==> src/rtl/and_gate_test_sequencer_if.sv <==
// Signal bundle between the AND-gate self-test sequencer, the gate under test and the status side.
// The slave modport is the sequencer's view; the master modport is the gate/control side.
interface and_gate_test_sequencer_if;
  logic       start;
  logic       abort;
  logic       e_in;
  logic       f_in;
  logic       g_in;
  logic       a_out;
  logic       b_out;
  logic       c_out;
  logic       d_out;
  logic       busy;
  logic       done;
  logic       pass;
  logic [4:0] err_cnt;
  logic       fail_valid;
  logic [3:0] fail_vec;
  logic [2:0] fail_efg;

  modport slave (
    input  start, abort, e_in, f_in, g_in,
    output a_out, b_out, c_out, d_out, busy, done, pass,
           err_cnt, fail_valid, fail_vec, fail_efg
  );

  modport master (
    output start, abort, e_in, f_in, g_in,
    input  a_out, b_out, c_out, d_out, busy, done, pass,
           err_cnt, fail_valid, fail_vec, fail_efg
  );
endinterface

==> src/rtl/and_gate_test_sequencer.sv <==
// Clocked self-test sweep for a four-input AND gate: drives all 16 vectors, lets each settle,
// checks e/f/g against a&b, c&d, a&b&c&d and records the error count and the first failure.
module and_gate_test_sequencer #(
  parameter int SETTLE_CYCLES = 2,
  parameter bit STOP_ON_FAIL  = 1'b0
) (
  input logic                      clk,
  input logic                      rst_n,
  and_gate_test_sequencer_if.slave bus
);
  localparam int SCNT_W = (SETTLE_CYCLES < 1) ? 1 : $clog2(SETTLE_CYCLES + 1);
  localparam logic [SCNT_W-1:0] SCNT_LAST = SCNT_W'(SETTLE_CYCLES - 1);

  typedef enum logic [1:0] {
    IDLE   = 2'd0,
    SETTLE = 2'd1,
    CHECK  = 2'd2,
    DONE   = 2'd3
  } state_t;

  state_t            state_reg, state_next;
  logic [3:0]        vec_reg, vec_next;
  logic [SCNT_W-1:0] scnt_reg, scnt_next;
  logic [4:0]        err_cnt_reg, err_cnt_next;
  logic              fail_valid_reg, fail_valid_next;
  logic [3:0]        fail_vec_reg, fail_vec_next;
  logic [2:0]        fail_efg_reg, fail_efg_next;

  logic [2:0] efg_obs;
  logic [2:0] efg_exp;
  logic [2:0] efg_diff;
  logic       mismatch;

  assign efg_obs = {bus.e_in, bus.f_in, bus.g_in};
  assign efg_exp = {vec_reg[3] & vec_reg[2], vec_reg[1] & vec_reg[0], &vec_reg};

  genvar gi;
  generate
    for (gi = 0; gi < 3; gi++) begin : g_diff
      assign efg_diff[gi] = efg_obs[gi] ^ efg_exp[gi];
    end
  endgenerate

  assign mismatch = |efg_diff;

  always_ff @(posedge clk or negedge rst_n) begin
    if (!rst_n) begin
      state_reg      <= IDLE;
      vec_reg        <= '0;
      scnt_reg       <= '0;
      err_cnt_reg    <= '0;
      fail_valid_reg <= 1'b0;
      fail_vec_reg   <= '0;
      fail_efg_reg   <= '0;
    end else begin
      state_reg      <= state_next;
      vec_reg        <= vec_next;
      scnt_reg       <= scnt_next;
      err_cnt_reg    <= err_cnt_next;
      fail_valid_reg <= fail_valid_next;
      fail_vec_reg   <= fail_vec_next;
      fail_efg_reg   <= fail_efg_next;
    end
  end

  always_comb begin
    state_next      = state_reg;
    vec_next        = vec_reg;
    scnt_next       = scnt_reg;
    err_cnt_next    = err_cnt_reg;
    fail_valid_next = fail_valid_reg;
    fail_vec_next   = fail_vec_reg;
    fail_efg_next   = fail_efg_reg;

    case (state_reg)
      IDLE, DONE: begin
        if (bus.start) begin
          state_next      = SETTLE;
          vec_next        = '0;
          scnt_next       = '0;
          err_cnt_next    = '0;
          fail_valid_next = 1'b0;
          fail_vec_next   = '0;
          fail_efg_next   = '0;
        end
      end
      SETTLE: begin
        // scnt never passes SETTLE_CYCLES, so the free increment cannot wrap.
        scnt_next = scnt_reg + 1'b1;
        if (scnt_reg == SCNT_LAST) begin
          state_next = CHECK;
        end
      end
      CHECK: begin
        if (mismatch) begin
          err_cnt_next = err_cnt_reg + 5'd1;
          if (!fail_valid_reg) begin
            fail_valid_next = 1'b1;
            fail_vec_next   = vec_reg;
            fail_efg_next   = efg_obs;
          end
        end
        if (vec_reg == 4'hF || (STOP_ON_FAIL && mismatch)) begin
          state_next = DONE;
        end else begin
          state_next = SETTLE;
          vec_next   = vec_reg + 4'd1;
          scnt_next  = '0;
        end
      end
      default: begin
        state_next = IDLE;
      end
    endcase

    // Abort beats start and discards an in-flight check, but keeps earlier results visible.
    if (bus.abort) begin
      state_next      = IDLE;
      vec_next        = '0;
      scnt_next       = '0;
      err_cnt_next    = err_cnt_reg;
      fail_valid_next = fail_valid_reg;
      fail_vec_next   = fail_vec_reg;
      fail_efg_next   = fail_efg_reg;
    end
  end

  assign bus.a_out      = vec_reg[3];
  assign bus.b_out      = vec_reg[2];
  assign bus.c_out      = vec_reg[1];
  assign bus.d_out      = vec_reg[0];
  assign bus.busy       = (state_reg == SETTLE) || (state_reg == CHECK);
  assign bus.done       = (state_reg == DONE);
  assign bus.pass       = (state_reg == DONE) && (err_cnt_reg == 5'd0);
  assign bus.err_cnt    = err_cnt_reg;
  assign bus.fail_valid = fail_valid_reg;
  assign bus.fail_vec   = fail_vec_reg;
  assign bus.fail_efg   = fail_efg_reg;
endmodule

==> src/flat_wrapper.sv <==
// flat-port wrapper written by rule: the top's interface ports become plain ports
module and_gate_test_sequencer_flat 
#(
  parameter int SETTLE_CYCLES = 2,
  parameter bit STOP_ON_FAIL  = 1'b0
)
  (clk, rst_n, bus_start, bus_abort, bus_e_in, bus_f_in, bus_g_in, bus_a_out, bus_b_out, bus_c_out, bus_d_out, bus_busy, bus_done, bus_pass, bus_err_cnt, bus_fail_valid, bus_fail_vec, bus_fail_efg);
  and_gate_test_sequencer_if bus_i ();
  input logic clk;
  input logic rst_n;
  input wire logic [$bits(bus_i.start)-1:0] bus_start;
  input wire logic [$bits(bus_i.abort)-1:0] bus_abort;
  input wire logic [$bits(bus_i.e_in)-1:0] bus_e_in;
  input wire logic [$bits(bus_i.f_in)-1:0] bus_f_in;
  input wire logic [$bits(bus_i.g_in)-1:0] bus_g_in;
  output wire logic [$bits(bus_i.a_out)-1:0] bus_a_out;
  output wire logic [$bits(bus_i.b_out)-1:0] bus_b_out;
  output wire logic [$bits(bus_i.c_out)-1:0] bus_c_out;
  output wire logic [$bits(bus_i.d_out)-1:0] bus_d_out;
  output wire logic [$bits(bus_i.busy)-1:0] bus_busy;
  output wire logic [$bits(bus_i.done)-1:0] bus_done;
  output wire logic [$bits(bus_i.pass)-1:0] bus_pass;
  output wire logic [$bits(bus_i.err_cnt)-1:0] bus_err_cnt;
  output wire logic [$bits(bus_i.fail_valid)-1:0] bus_fail_valid;
  output wire logic [$bits(bus_i.fail_vec)-1:0] bus_fail_vec;
  output wire logic [$bits(bus_i.fail_efg)-1:0] bus_fail_efg;
  assign bus_i.start = bus_start;
  assign bus_i.abort = bus_abort;
  assign bus_i.e_in = bus_e_in;
  assign bus_i.f_in = bus_f_in;
  assign bus_i.g_in = bus_g_in;
  assign bus_a_out = bus_i.a_out;
  assign bus_b_out = bus_i.b_out;
  assign bus_c_out = bus_i.c_out;
  assign bus_d_out = bus_i.d_out;
  assign bus_busy = bus_i.busy;
  assign bus_done = bus_i.done;
  assign bus_pass = bus_i.pass;
  assign bus_err_cnt = bus_i.err_cnt;
  assign bus_fail_valid = bus_i.fail_valid;
  assign bus_fail_vec = bus_i.fail_vec;
  assign bus_fail_efg = bus_i.fail_efg;
  and_gate_test_sequencer #(.SETTLE_CYCLES(SETTLE_CYCLES), .STOP_ON_FAIL(STOP_ON_FAIL)) u_core (.clk(clk), .rst_n(rst_n), .bus(bus_i));
endmodule
==> config.mk <==
export PLATFORM = sky130hd
export DESIGN_NAME = and_gate_test_sequencer_flat
export DESIGN_NICKNAME = d
export VERILOG_FILES = /design/src/rtl/and_gate_test_sequencer_if.sv /design/src/rtl/and_gate_test_sequencer.sv /design/src/flat_wrapper.sv
export SDC_FILE = /design/constraint.sdc
export NUM_CORES = 1
export LEC_CHECK = 0
export CAP_MARGIN = 0
export CELL_PAD_IN_SITES_DETAIL_PLACEMENT = 2
export CELL_PAD_IN_SITES_GLOBAL_PLACEMENT = 2
export CORE_MARGIN = 8
export CORE_UTILIZATION = 35
export CTS_BUF_LIST = sky130_fd_sc_hd__clkbuf_4
export DETAILED_ROUTE_END_ITERATION = 12
export PLACE_DENSITY = 0.92
export SYNTH_ARGS = -nofsm -noshare
export SYNTH_HDL_FRONTEND = slang
export SYNTH_SLANG_ARGS = --single-unit
==> constraint.sdc <==
create_clock -name clk -period 3.75 [get_ports clk]
set_input_delay 0.75 -clock clk [delete_from_list [all_inputs] [get_ports clk]]
set_output_delay 0.75 -clock clk [all_outputs]
set_load 0.02 [all_outputs]
Yosys cells after proc, flatten, opt, wreduce, memory -nomap -nowiden
Cells that the tools add are included.
- register bits after elaboration: 21
- input bits: 7
- output and inout port bits: 20
- logic and storage cells: 67
- $add $sub $neg: 3
- equality and inequality tests: 11
- mux-type cells: 26
- bitwise logic cells: 6
- reductions and logical operators: 14
- operators with widths (operator ; count):
    two-way mux 4 bit ; 5
    case mux 4 bit (2 select lines) ; 2
    two-way mux 2 bit ; 7
    case mux 2 bit (3 select lines) ; 2
    two-way mux 5 bit ; 2
    case mux 5 bit (2 select lines) ; 1
    two-way mux 3 bit ; 3
    AND reduction 4 bit ; 2
    != test 3 bit (second input constant) ; 2
    case mux 3 bit (2 select lines) ; 1
    adder 5 x 1 -> 5 bit (second input constant) ; 1
    logical NOT 5 bit ; 1
    AND reduction 5 bit ; 1
    adder 4 x 1 -> 4 bit (second input constant) ; 1
    equality test 2 x 1 -> 1 bit (second input constant) ; 2
    equality test 2 bit (second input constant) ; 2
    equality test 4 bit (second input constant) ; 1
    != test 2 bit (second input constant) ; 2
    AND reduction 2 bit ; 2
    != test 3 x 2 -> 1 bit (second input constant) ; 1
    AND reduction 3 bit ; 1
    nonzero test 3 bit ; 1
    OR reduction 3 bit ; 1
    XOR 1 bit ; 3
    other kinds (11) ; 13

Logic depth before layout (Yosys ltp)
Gate-level depths: netlist of the first run.
- depth in word-level cells: 5
- gate-level depth with buffers: 7
- mapped depth without buffers: 6

Worst setup path after synthesis of the first run
No wires, ideal clock.
- path type: reg-to-reg
- start point: reg u_core.vec_reg[0]
- end point: reg u_core.err_cnt_reg[3] (netlist: u_core.bus.err_cnt[3])
- library setup time: 126 ps
- arrival time: 1716 ps
- data required time: 3624 ps
- path slack: 1908 ps
- cell stages (with the launch flop): 6
- path buffers: 0
- clock period less this slack: 1842 ps
- cells stage by stage: dfrtp_1 -> ha_1 -> xnor2_1 -> o211ai_4 -> or2_1 -> a221o_1
- cells in the longest elaborated chain, start to end: 5
- elaborated cells on any way between the ends: 7
- classes of those cells: eq/ne (1); bitwise (3); reduce/logical (3)
- RTL lines (element ; line ; source):
    start, declared ; and_gate_test_sequencer.sv:22 ; logic [3:0] vec_reg, vec_next;
    start signal, assigned ; and_gate_test_sequencer.sv:57 ; vec_reg <= vec_next;
    AND reduction 4 bit / AND 1 bit (equally long branches) ; and_gate_test_sequencer.sv:35 ; assign efg_exp = {vec_reg[3] & vec_reg[2], vec_reg[1] & vec_reg[0], &vec_reg};
    XOR 1 bit ; and_gate_test_sequencer.sv:40 ; assign efg_diff[gi] = efg_obs[gi] ^ efg_exp[gi];
    OR reduction 3 bit (*) ; and_gate_test_sequencer.sv:44 ; assign mismatch = |efg_diff;
    != test 2 x 1 -> 1 bit (no line) (*) ; n/a ;
    AND reduction 4 bit (no line) (*) ; n/a ;
    end signal, assigned ; and_gate_test_sequencer.sv:59 ; err_cnt_reg <= err_cnt_next;
    end, declared ; and_gate_test_sequencer.sv:24 ; logic [4:0] err_cnt_reg, err_cnt_next;
Mark *: on every way between the ends. The rest lies on a longest branch, timed or not.
A chain may end at the register's enable or synchronous reset.

Worst setup path in the final report of the first run
- start point: reg u_core.state_reg[0]
- end point: out bus_busy
- cells in the longest elaborated chain, start to end: 2
- elaborated cells on any way between the ends: 3
- classes of those cells: eq/ne (2); reduce/logical (1)
- RTL lines (element ; line ; source):
    start, declared ; and_gate_test_sequencer.sv:21 ; state_t state_reg, state_next;
    start signal, assigned ; and_gate_test_sequencer.sv:56 ; state_reg <= state_next;
    equality test 2 x 1 -> 1 bit / equality test 2 bit (equally long branches) ; and_gate_test_sequencer.sv:132 ; assign bus.busy = (state_reg == SETTLE) || (state_reg == CHECK);
    logical OR 1 bit (*) ; and_gate_test_sequencer.sv:132 ;
    end, declared ; flat_wrapper.sv:20 ; output wire logic [$bits(bus_i.busy)-1:0] bus_busy;
Marked as above.

==> flow_metrics.py, run 1 <==
metrics = {
    "final_layout": {
        "final_nets": 158,
        "antenna_cells": 0,
        "regArea_sq_um": 526,
        "fin_area_sq_mm": 0.00153,
        "drive_gt1_share_pct": 8.45,
        "largest_reg_flops": 5,
        "post_layout_nonfiller_instances": 188,
        "num-fill-cells": 363,
        "area_delta_synth_final_pct": 28.1,
        "fin_util_pct": 46.2,
        "multi_input_area_sq_um": 621,
    },
    "timing": {
        "setup_ws_ns": 1.12,
        "rsz0062_at_grt": "no",
        "period_share_pct": 70.1,
        "maxSlewHeadroom_pct": 33.4,
        "clock.fmax_mhz": 380,
        "skew_ns": 0.00694,
        "tns_ns": 0,
        "fin_crit_ns": 2.63,
        "worst_pin_slew_ns": 0.997,
        "hold_ws_ns": 0.521,
        "setup_viol": 0,
        "drv_slew": 0,
        "hold_viol_final": 0,
    },
    "place": {
        "dp_slack_ns": 1.36,
        "placed_cell_area_sq_mm": 0.00150,
        "port-buffer-count": 26,
        "hpwl_um": 2740,
        "gp_congestion": 0.707,
        "dp_cells": 184,
    },
    "clock_network": {
        "cts_root_buf": "clkbuf_4",
        "clkLatencyLatePin_ns": 0.32,
        "cts.sinks": 21,
        "cts_tree": "yes",
        "cts_htree_levels": 1,
        "cts_buffer_depth": 2,
        "numCtsBuffers": 3,
        "cts_hold_buf": 0,
        "cts_resized": 0,
        "postCtsSetupRepairBufs": 0,
        "path_clk_slew_ns": 0.12,
    },
    "die": {
        "die_h_um": 74.4,
        "initial_core_util_pct": 36.1,
        "die_w_um": 74.4,
        "num_rows": 21,
        "die-area_sq_mm": 0.00554,
        "ios": 27,
        "core-area_sq_mm": 0.00331,
    },
    "status": {
        "outcome": "finished, final reports clean",
    },
    "worst_setup_path": {
        "crit_chain": "inv_1, ha_1, inv_1, clkdlybuf4s50_1",
        "crit_path_frequent_cell": "inv_1",
        "crit_required_ns": 3.00,
        "critPathTopFamily": "buffers and inverters",
        "cp-end-kind": "output pin",
        "arrival_ns": 1.88,
        "cp_num_buf_inv": 3,
        "crit_path_max_incr_delay_ns": 0.61,
        "path_class": "reg -> out",
        "slowest_stage": "clkdlybuf4s50_1",
        "cp-start-kind": "flip-flop",
        "cp_max_fo": 5,
    },
    "synth": {
        "syn_nets": 129,
        "synthCells": 114,
        "synth_top_area_share_pct": 44.0,
        "synth.ff_latch_count": 21,
        "synth_area_sq_mm": 0.00119,
        "ys_warn_count": 0,
        "yosys-top-cells-area": "dfrtp_1 44%, ha_1 8.4%, a22o_1 5.1%",
        "yosysUniqueCellTypes": 37,
        "avgSynthCellArea_sq_um": 10.5,
        "yosysTopAreaCell": "dfrtp_1",
        "synth_seq_area_share_pct": 44.0,
    },
    "power": {
        "vdd_drop_max_uv": 121,
        "p_total_mw": 0.420,
        "p_leak_nw": 0.654,
        "power_density_mw_per_mm2": 275,
    },
    "drt": {
        "wire_per_inst_um": 18.7,
        "via_count": 1000,
        "drt_wl_total_um": 3520,
        "viasPerCell": 5.32,
        "ant_nets": 0,
        "drc": 0,
        "firstDrtPassIters": 4,
        "drt_iter0_drc": 31,
    },
    "global_routing": {
        "antenna_found_initial": 0,
        "grt_pass1_wl_um": 6000,
        "grt.total_usage_pct": 14.1,
        "grt_pass1_vias": 1198,
        "grt_overflow": 0,
        "grt_max_degree": 22,
    },
    "min_path": {
        "hp-class": "reg -> reg",
    },
    "flow_run": {
        "maxCapViolations": 0,
    },
}
[synth_stat cells (all sizes together)]
| master | number |
|---|---|
| mux2i | 6 |
| nor3b | 1 |
| buf | 1 |
| a22o | 7 |
| inv | 10 |
| and2 | 1 |
| dfrtp | 21 |
| a22oi | 2 |
| ha | 8 |
| and3 | 4 |
| o2111a | 1 |
| o221ai | 2 |
| mux2 | 1 |
| clkbuf | 1 |
| a21oi | 4 |
| nor2b | 1 |
| and4b | 1 |
| a221o | 2 |
| nor2 | 9 |
| or2 | 2 |
| nand3 | 4 |
| nor4b | 2 |
| o21ai | 6 |
| nand4b | 1 |
| nor4 | 1 |
| o21a | 1 |
| xnor2 | 2 |
| nand4 | 1 |
| o211ai | 1 |
| nand2b | 2 |
| nand2 | 8 |
[cell families after synthesis]
family	count (synthesis)	share of synthesized area [%]
muxes	7	5.97
and+or+nand+nor	38	17.8
buffers and inverters	12	3.98
xor gates and xnor gates	2	2.10
adders and majority gates	8	8.39
DFF	21	44.0
AOI/OAI and AO/OA	26	17.7
[final timing paths]
kind / depth (start not counted) / slack [ns] / startpoint / end
worst min-delay path: 1 / 0.52 / u_core.bus.fail_efg[2] / u_core.bus.fail_efg[2]
worst min register to register: 1 / 0.52 / u_core.bus.fail_efg[2] / u_core.bus.fail_efg[2]
min in group asynchronous: 1 / 0.97 / rst_n / u_core.bus.err_cnt[3]
worst max-delay path: 4 / 1.12 / u_core.state_reg[0] / bus_busy
worst max register to register: 6 / 1.61 / u_core.state_reg[0] / u_core.bus.err_cnt[4]
max in group asynchronous: 1 / 2.18 / rst_n / u_core.vec_reg[3]
[power by group]
part / total [mW] / leakage [nW] / internal [mW] / switching [mW]
sequential: 0.235 / 0.292 / 0.230 / 0.00471
clock: 0.113 / 0.0177 / 0.0400 / 0.0728
combinational: 0.0721 / 0.344 / 0.0287 / 0.0435
[layout by cell type (no fill, tap or decap), types with 4 or more instances in the layout]
cell type        count
a21oi_1              4
clkdlybuf4s50_1     26
dfrtp_1             21
nand3_1              4
nand2_1              8
o21ai_0              5
mux2i_1              6
inv_1               10
ha_1                 8
a22o_1               7
nor2_1               8
[layout make-up]
type / instances / area share (%)
Clock buffer: 3 / 1.47
Sequential cell: 21 / 34.4
Inverter: 10 / 2.45
Timing Repair Buffer: 26 / 17.0
Multi-Input combinational cell: 81 / 40.6
Tap cell: 46 / 3.76
Clock inverter: 1 / 0.327
[metal layers]
layer | wire length [um] | vias up | share of wire [%] | GRT usage [%]
met5 | 0 | - | 0 | 0
met4 | 48 | 0 | 1.4 | 4.57
met3 | 156 | 5 | 4.4 | 3.50
met2 | 1880 | 24 | 53 | 26.1
met1 | 1440 | 503 | 41 | 15.0
li1 | - | 468 | - | -
No activity file was read; power rests on OpenSTA's default activity.
==> inputs of run 2 (changes only) <==
--- a/config.mk
+++ b/config.mk
@@ -9,10 +9,10 @@
 export CELL_PAD_IN_SITES_DETAIL_PLACEMENT = 2
 export CELL_PAD_IN_SITES_GLOBAL_PLACEMENT = 2
 export CORE_MARGIN = 8
-export CORE_UTILIZATION = 35
+export CORE_UTILIZATION = 29
 export CTS_BUF_LIST = sky130_fd_sc_hd__clkbuf_4
 export DETAILED_ROUTE_END_ITERATION = 12
-export PLACE_DENSITY = 0.92
+export PLACE_DENSITY = 0.82
 export SYNTH_ARGS = -nofsm -noshare
 export SYNTH_HDL_FRONTEND = slang
 export SYNTH_SLANG_ARGS = --single-unit
==> constraint.sdc (replaced) <==
create_clock -name clk -period 2.4 [get_ports clk]
set_input_delay 0.48 -clock clk [delete_from_list [all_inputs] [get_ports clk]]
set_output_delay 0.48 -clock clk [all_outputs]
set_load 0.02 [all_outputs]
==> flow_metrics.py, run 2 (same netlist as run 1, synthesis figures left out) <==
metrics = {
    "global_routing": {
        "grt.total_usage_pct": 11.6,
        "grt_overflow": 0,
        "grt_pass1_wl_um": 5810,
        "grt_pass1_vias": 1136,
        "grt_max_degree": 22,
        "antenna_found_initial": 0,
    },
    "final_layout": {
        "multi_input_area_sq_um": 621,
        "num-fill-cells": 434,
        "antenna_cells": 0,
        "final_nets": 161,
        "drive_gt1_share_pct": 11.0,
        "area_delta_synth_final_pct": 30.7,
        "layout_commonest_cell": "clkdlybuf4s50_1",
        "regArea_sq_um": 527,
        "post_layout_nonfiller_instances": 195,
        "largest_reg_flops": 5,
        "layout_common_cells": "26 x clkdlybuf4s50_1, 20 x dfrtp_1, 10 x inv_1",
    },
    "clock_network": {
        "cts.sinks": 21,
        "clkLatencyLatePin_ns": 0.31,
        "cts_hold_buf": 0,
        "cts_tree": "yes",
        "cts_root_buf": "clkbuf_4",
        "path_clk_slew_ns": 0.12,
        "numCtsBuffers": 3,
        "cts_htree_levels": 1,
        "cts_buffer_depth": 2,
    },
    "worst_setup_path": {
        "cp_max_fo": 5,
        "r2r_cells": 6,
        "crit_required_ns": 1.92,
        "cp-end-kind": "output pin",
        "arrival_ns": 1.83,
        "r2r_setup_slack_ns": 0.44,
        "worstReg2RegStart": "u_core.state_reg[0]",
        "path_class": "reg -> out",
        "cp-start-kind": "flip-flop",
        "r2r-end": "u_core.bus.fail_valid",
    },
    "die": {
        "die-area_sq_mm": 0.00642,
        "initial_core_util_pct": 30.1,
        "core-area_sq_mm": 0.00397,
        "die_h_um": 80.2,
        "num_rows": 23,
        "ios": 27,
        "die_w_um": 80.2,
    },
    "timing": {
        "setup_viol": 0,
        "hold_viol_final": 0,
        "worst_pin_slew_ns": 0.406,
        "drv_slew": 0,
        "fin_crit_ns": 2.31,
        "clock.fmax_mhz": 432,
        "rsz0062_at_grt": "no",
        "period_share_pct": 96.4,
        "tns_ns": 0,
        "maxSlewHeadroom_pct": 72.1,
        "skew_ns": 0.00825,
    },
    "place": {
        "dp_cells": 191,
        "hpwl_um": 2700,
        "gp_congestion": 0.707,
        "port-buffer-count": 26,
    },
    "drt": {
        "wire_per_inst_um": 17.9,
        "drt_wl_total_um": 3490,
        "viasPerCell": 5.12,
        "ant_nets": 0,
        "drt_iter0_drc": 30,
        "via_count": 999,
        "firstDrtPassIters": 4,
        "drc": 0,
    },
    "flow_run": {
        "maxCapViolations": 0,
    },
    "power": {
        "vdd_drop_max_uv": 173,
        "power_density_mw_per_mm2": 428,
        "p_leak_nw": 0.668,
    },
    "min_path": {
        "hp-class": "in -> async",
    },
    "status": {
        "outcome": "finished, final reports clean",
    },
}
run 2: how the worst max path moves through the flow:
stage | startpoint | end | slack, ns | cells past startpoint
global placement | bus_f_in | u_core.bus.fail_valid | 0.35 | 5
floorplan | u_core.vec_reg[0] | u_core.bus.err_cnt[3] | 0.56 | 5
CTS | u_core.state_reg[0] | bus_busy | 0.008 | 4
global route | u_core.state_reg[0] | bus_busy | 0.005 | 4
detailed placement | bus_f_in | u_core.bus.fail_valid | 0.28 | 5
finish | u_core.state_reg[0] | bus_busy | 0.09 | 4
run 2: stage by stage:
step                      cell area [sq um]  setup slack (ns)  hold slack, ns  util, %  power, mW
after global routing                   1560           0.00456           0.517     39.3      0.701
after detailed placement               1530             0.280           0.487     38.5      0.492
after CTS                              1560           0.00783           0.501     39.3      0.681
after floorplan                        1190             0.558           0.184        -      0.441
after global placement                 1530             0.354           0.484     38.5      0.482
final                                  1560            0.0873           0.508     39.3      0.668
run 2: cell type report:
| type | count | area share (%) |
|---|---|---|
| inverter | 10 | 2.41 |
| multi-input combinational | 81 | 39.8 |
| sequential | 21 | 33.8 |
| tap | 50 | 4.01 |
| timing repair buffer | 29 | 18.1 |
| clock buffer | 4 | 1.92 |
run 2: what timing repair did:
item / 4_1_cts / 5_1_grt
setup endpoints to repair: 0 / 1
setup buffers: 0 / 0
resized for setup: 0 / 1
run 2: critical path: stages, from the launching register on:
cell             delay, ns
dfrtp_2               0.42
inv_1                 0.06
ha_1                  0.34
inv_1                 0.09
clkdlybuf4s50_1       0.61
run 2: layer usage:
metal | vias to the layer above | track usage (%) | part of all wire (%)
met4 | 0 | 2.73 | 0.83
met3 | 5 | 2.79 | 3.4
met2 | 15 | 21.8 | 54
met5 | - | 0 | 0
li1 | 474 | - | -
met1 | 505 | 12.5 | 42
run 2: power breakdown:
part	switching [mW]	internal, mW
Clock	0.109	0.0763
Sequential	0.00699	0.360
Combinational	0.0687	0.0471
Total	0.184	0.484
==> inputs of run 3 (changes only) <==
--- a/config.mk
+++ b/config.mk
@@ -8,7 +8,6 @@
 export CAP_MARGIN = 0
 export CELL_PAD_IN_SITES_DETAIL_PLACEMENT = 2
 export CELL_PAD_IN_SITES_GLOBAL_PLACEMENT = 2
-export CORE_MARGIN = 8
 export CORE_UTILIZATION = 29
 export CTS_BUF_LIST = sky130_fd_sc_hd__clkbuf_4
 export DETAILED_ROUTE_END_ITERATION = 12
==> flow_metrics.py, run 3 (same netlist as run 1, synthesis figures left out) <==
metrics = {
    "global_routing": {
        "antenna_found_initial": 0,
        "grt_pass1_wl_um": 5310,
        "grt.total_usage_pct": 16.1,
        "grt_max_degree": 22,
        "grt_pass1_vias": 1105,
        "grt_overflow": 0,
    },
    "drt": {
        "drt_iter0_drc": 23,
        "firstDrtPassIters": 4,
        "drt_wl_total_um": 3100,
        "ant_nets": 0,
        "viasPerCell": 5.19,
        "drc": 0,
        "via_count": 1002,
        "wire_per_inst_um": 16.1,
    },
    "timing": {
        "fin_crit_ns": 2.30,
        "maxSlewHeadroom_pct": 72.9,
        "setup_viol": 0,
        "tns_ns": 0,
        "skew_ns": 0.00927,
        "worst_pin_slew_ns": 0.395,
        "period_share_pct": 95.7,
        "drv_slew": 0,
        "rsz0062_at_grt": "no",
        "clock.fmax_mhz": 435,
        "hold_viol_final": 0,
    },
    "power": {
        "p_leak_nw": 0.667,
        "pwr-share-seq_pct": 55.4,
        "sw_frac_of_total_pct": 29.1,
        "power.internal_mw": 0.470,
        "power_density_mw_per_mm2": 426,
        "switching_power_mw": 0.193,
        "vdd_drop_max_uv": 253,
        "power_frac_comb_pct": 17.4,
        "power_frac_clock_pct": 27.2,
    },
    "clock_network": {
        "clkLatencyLatePin_ns": 0.31,
        "cts_buffer_depth": 2,
        "numCtsBuffers": 3,
        "cts.sinks": 21,
        "cts_resized": 0,
        "path_clk_slew_ns": 0.13,
        "cts_root_buf": "clkbuf_4",
        "cts_hold_buf": 0,
        "cts_tree": "yes",
        "postCtsSetupRepairBufs": 0,
        "cts_htree_levels": 1,
    },
    "place": {
        "gp_congestion": 0.747,
        "hpwl_um": 2400,
        "port-buffer-count": 26,
        "dp_cells": 189,
    },
    "worst_setup_path": {
        "cp_max_fo": 5,
        "crit_path_frequent_cell": "inv_1",
        "crit_chain": "inv_1, ha_1, inv_1, clkdlybuf4s50_1",
        "critPathTopFamily": "buffers and inverters",
        "cp-start-kind": "flip-flop",
        "cp_num_buf_inv": 3,
        "arrival_ns": 1.82,
        "path_class": "reg -> out",
        "crit_required_ns": 1.92,
        "crit_path_max_incr_delay_ns": 0.61,
        "slowest_stage": "clkdlybuf4s50_1",
        "cp-end-kind": "output pin",
    },
    "final_layout": {
        "area_delta_synth_final_pct": 30.3,
        "final_nets": 161,
        "drive_gt1_share_pct": 11.0,
        "antenna_cells": 0,
        "post_layout_nonfiller_instances": 193,
        "largest_reg_flops": 5,
        "layout_common_cells": "26 x clkdlybuf4s50_1, 20 x dfrtp_1, 10 x inv_1",
        "layout_commonest_cell": "clkdlybuf4s50_1",
    },
    "min_path": {
        "hp-class": "in -> async",
    },
    "die": {
        "initial_core_util_pct": 31.4,
        "die-area_sq_mm": 0.00438,
        "die_w_um": 66.2,
        "num_rows": 22,
        "die_h_um": 66.2,
        "ios": 27,
        "core-area_sq_mm": 0.00380,
    },
    "flow_run": {
        "maxCapViolations": 0,
    },
    "status": {
        "outcome": "finished, final reports clean",
    },
}
-- run 3: final cells by class --
| type | instances | area (sq um) |
|---|---|---|
| clock buffers | 3 | 22.5 |
| repair buffers | 29 | 283 |
| clock inverters | 1 | 5.00 |
| flip-flops and latches | 21 | 527 |
| multi-input cells | 81 | 621 |
| fillers | 419 | 2240 |
| well taps | 48 | 60.1 |
| inverters | 10 | 37.5 |
-- run 3: stage by stage --
stage	hold slack (ns)	total power [mW]	utilization [%]	area, sq um	setup WS, ns
finish	0.491	0.662	40.9	1560	0.103
CTS	0.493	0.677	40.9	1550	0.0395
detailed placement	0.488	0.491	40.2	1530	0.333
global placement	0.484	0.482	40.2	1530	0.365
global route	0.505	0.698	40.9	1560	0.0259
floorplan	0.184	0.441	-	1190	0.558
-- run 3: worst paths after layout --
| check | from | end | slack (ns) | cells past startpoint |
|---|---|---|---|---|
| max in group asynchronous | rst_n | u_core.state_reg[0] | 1.67 | 2 |
| worst min-delay path | rst_n | u_core.bus.fail_vec[0] | 0.49 | 2 |
| worst min register to register | u_core.bus.fail_efg[2] | u_core.bus.fail_efg[2] | 0.51 | 1 |
| min in group clk | u_core.bus.fail_efg[2] | u_core.bus.fail_efg[2] | 0.51 | 1 |
| worst max-delay path | u_core.state_reg[0] | bus_busy | 0.10 | 4 |
| worst max register to register | u_core.state_reg[0] | u_core.bus.fail_valid | 0.50 | 6 |
-- run 3: worst reg2reg max path: stages (launching register included) --
cell,delay [ns]
dfrtp_2,0.42
inv_1,0.05
ha_1,0.33
mux2i_1,0.40
nor2_4,0.09
o21ai_1,0.17
mux2_1,0.34
-- run 3: per-layer routing --
metal / vias to the layer above / global-route usage (%) / part of all wire (%)
li1: 472 / - / -
met1: 510 / 19.9 / 45
met2: 16 / 28.4 / 51
met3: 4 / 3.28 / 3.1
met4: 0 / 3.72 / 1.0
met5: - / 0 / 0
-- run 3: power by group through the flow --
stage	clock [mW]	combinational, mW	sequential (mW)
floorplan	0	0.0685	0.373
global placement	0	0.109	0.373
CTS	0.192	0.118	0.367
detailed placement	0	0.117	0.374
finish	0.180	0.115	0.367
global route	0.202	0.127	0.369
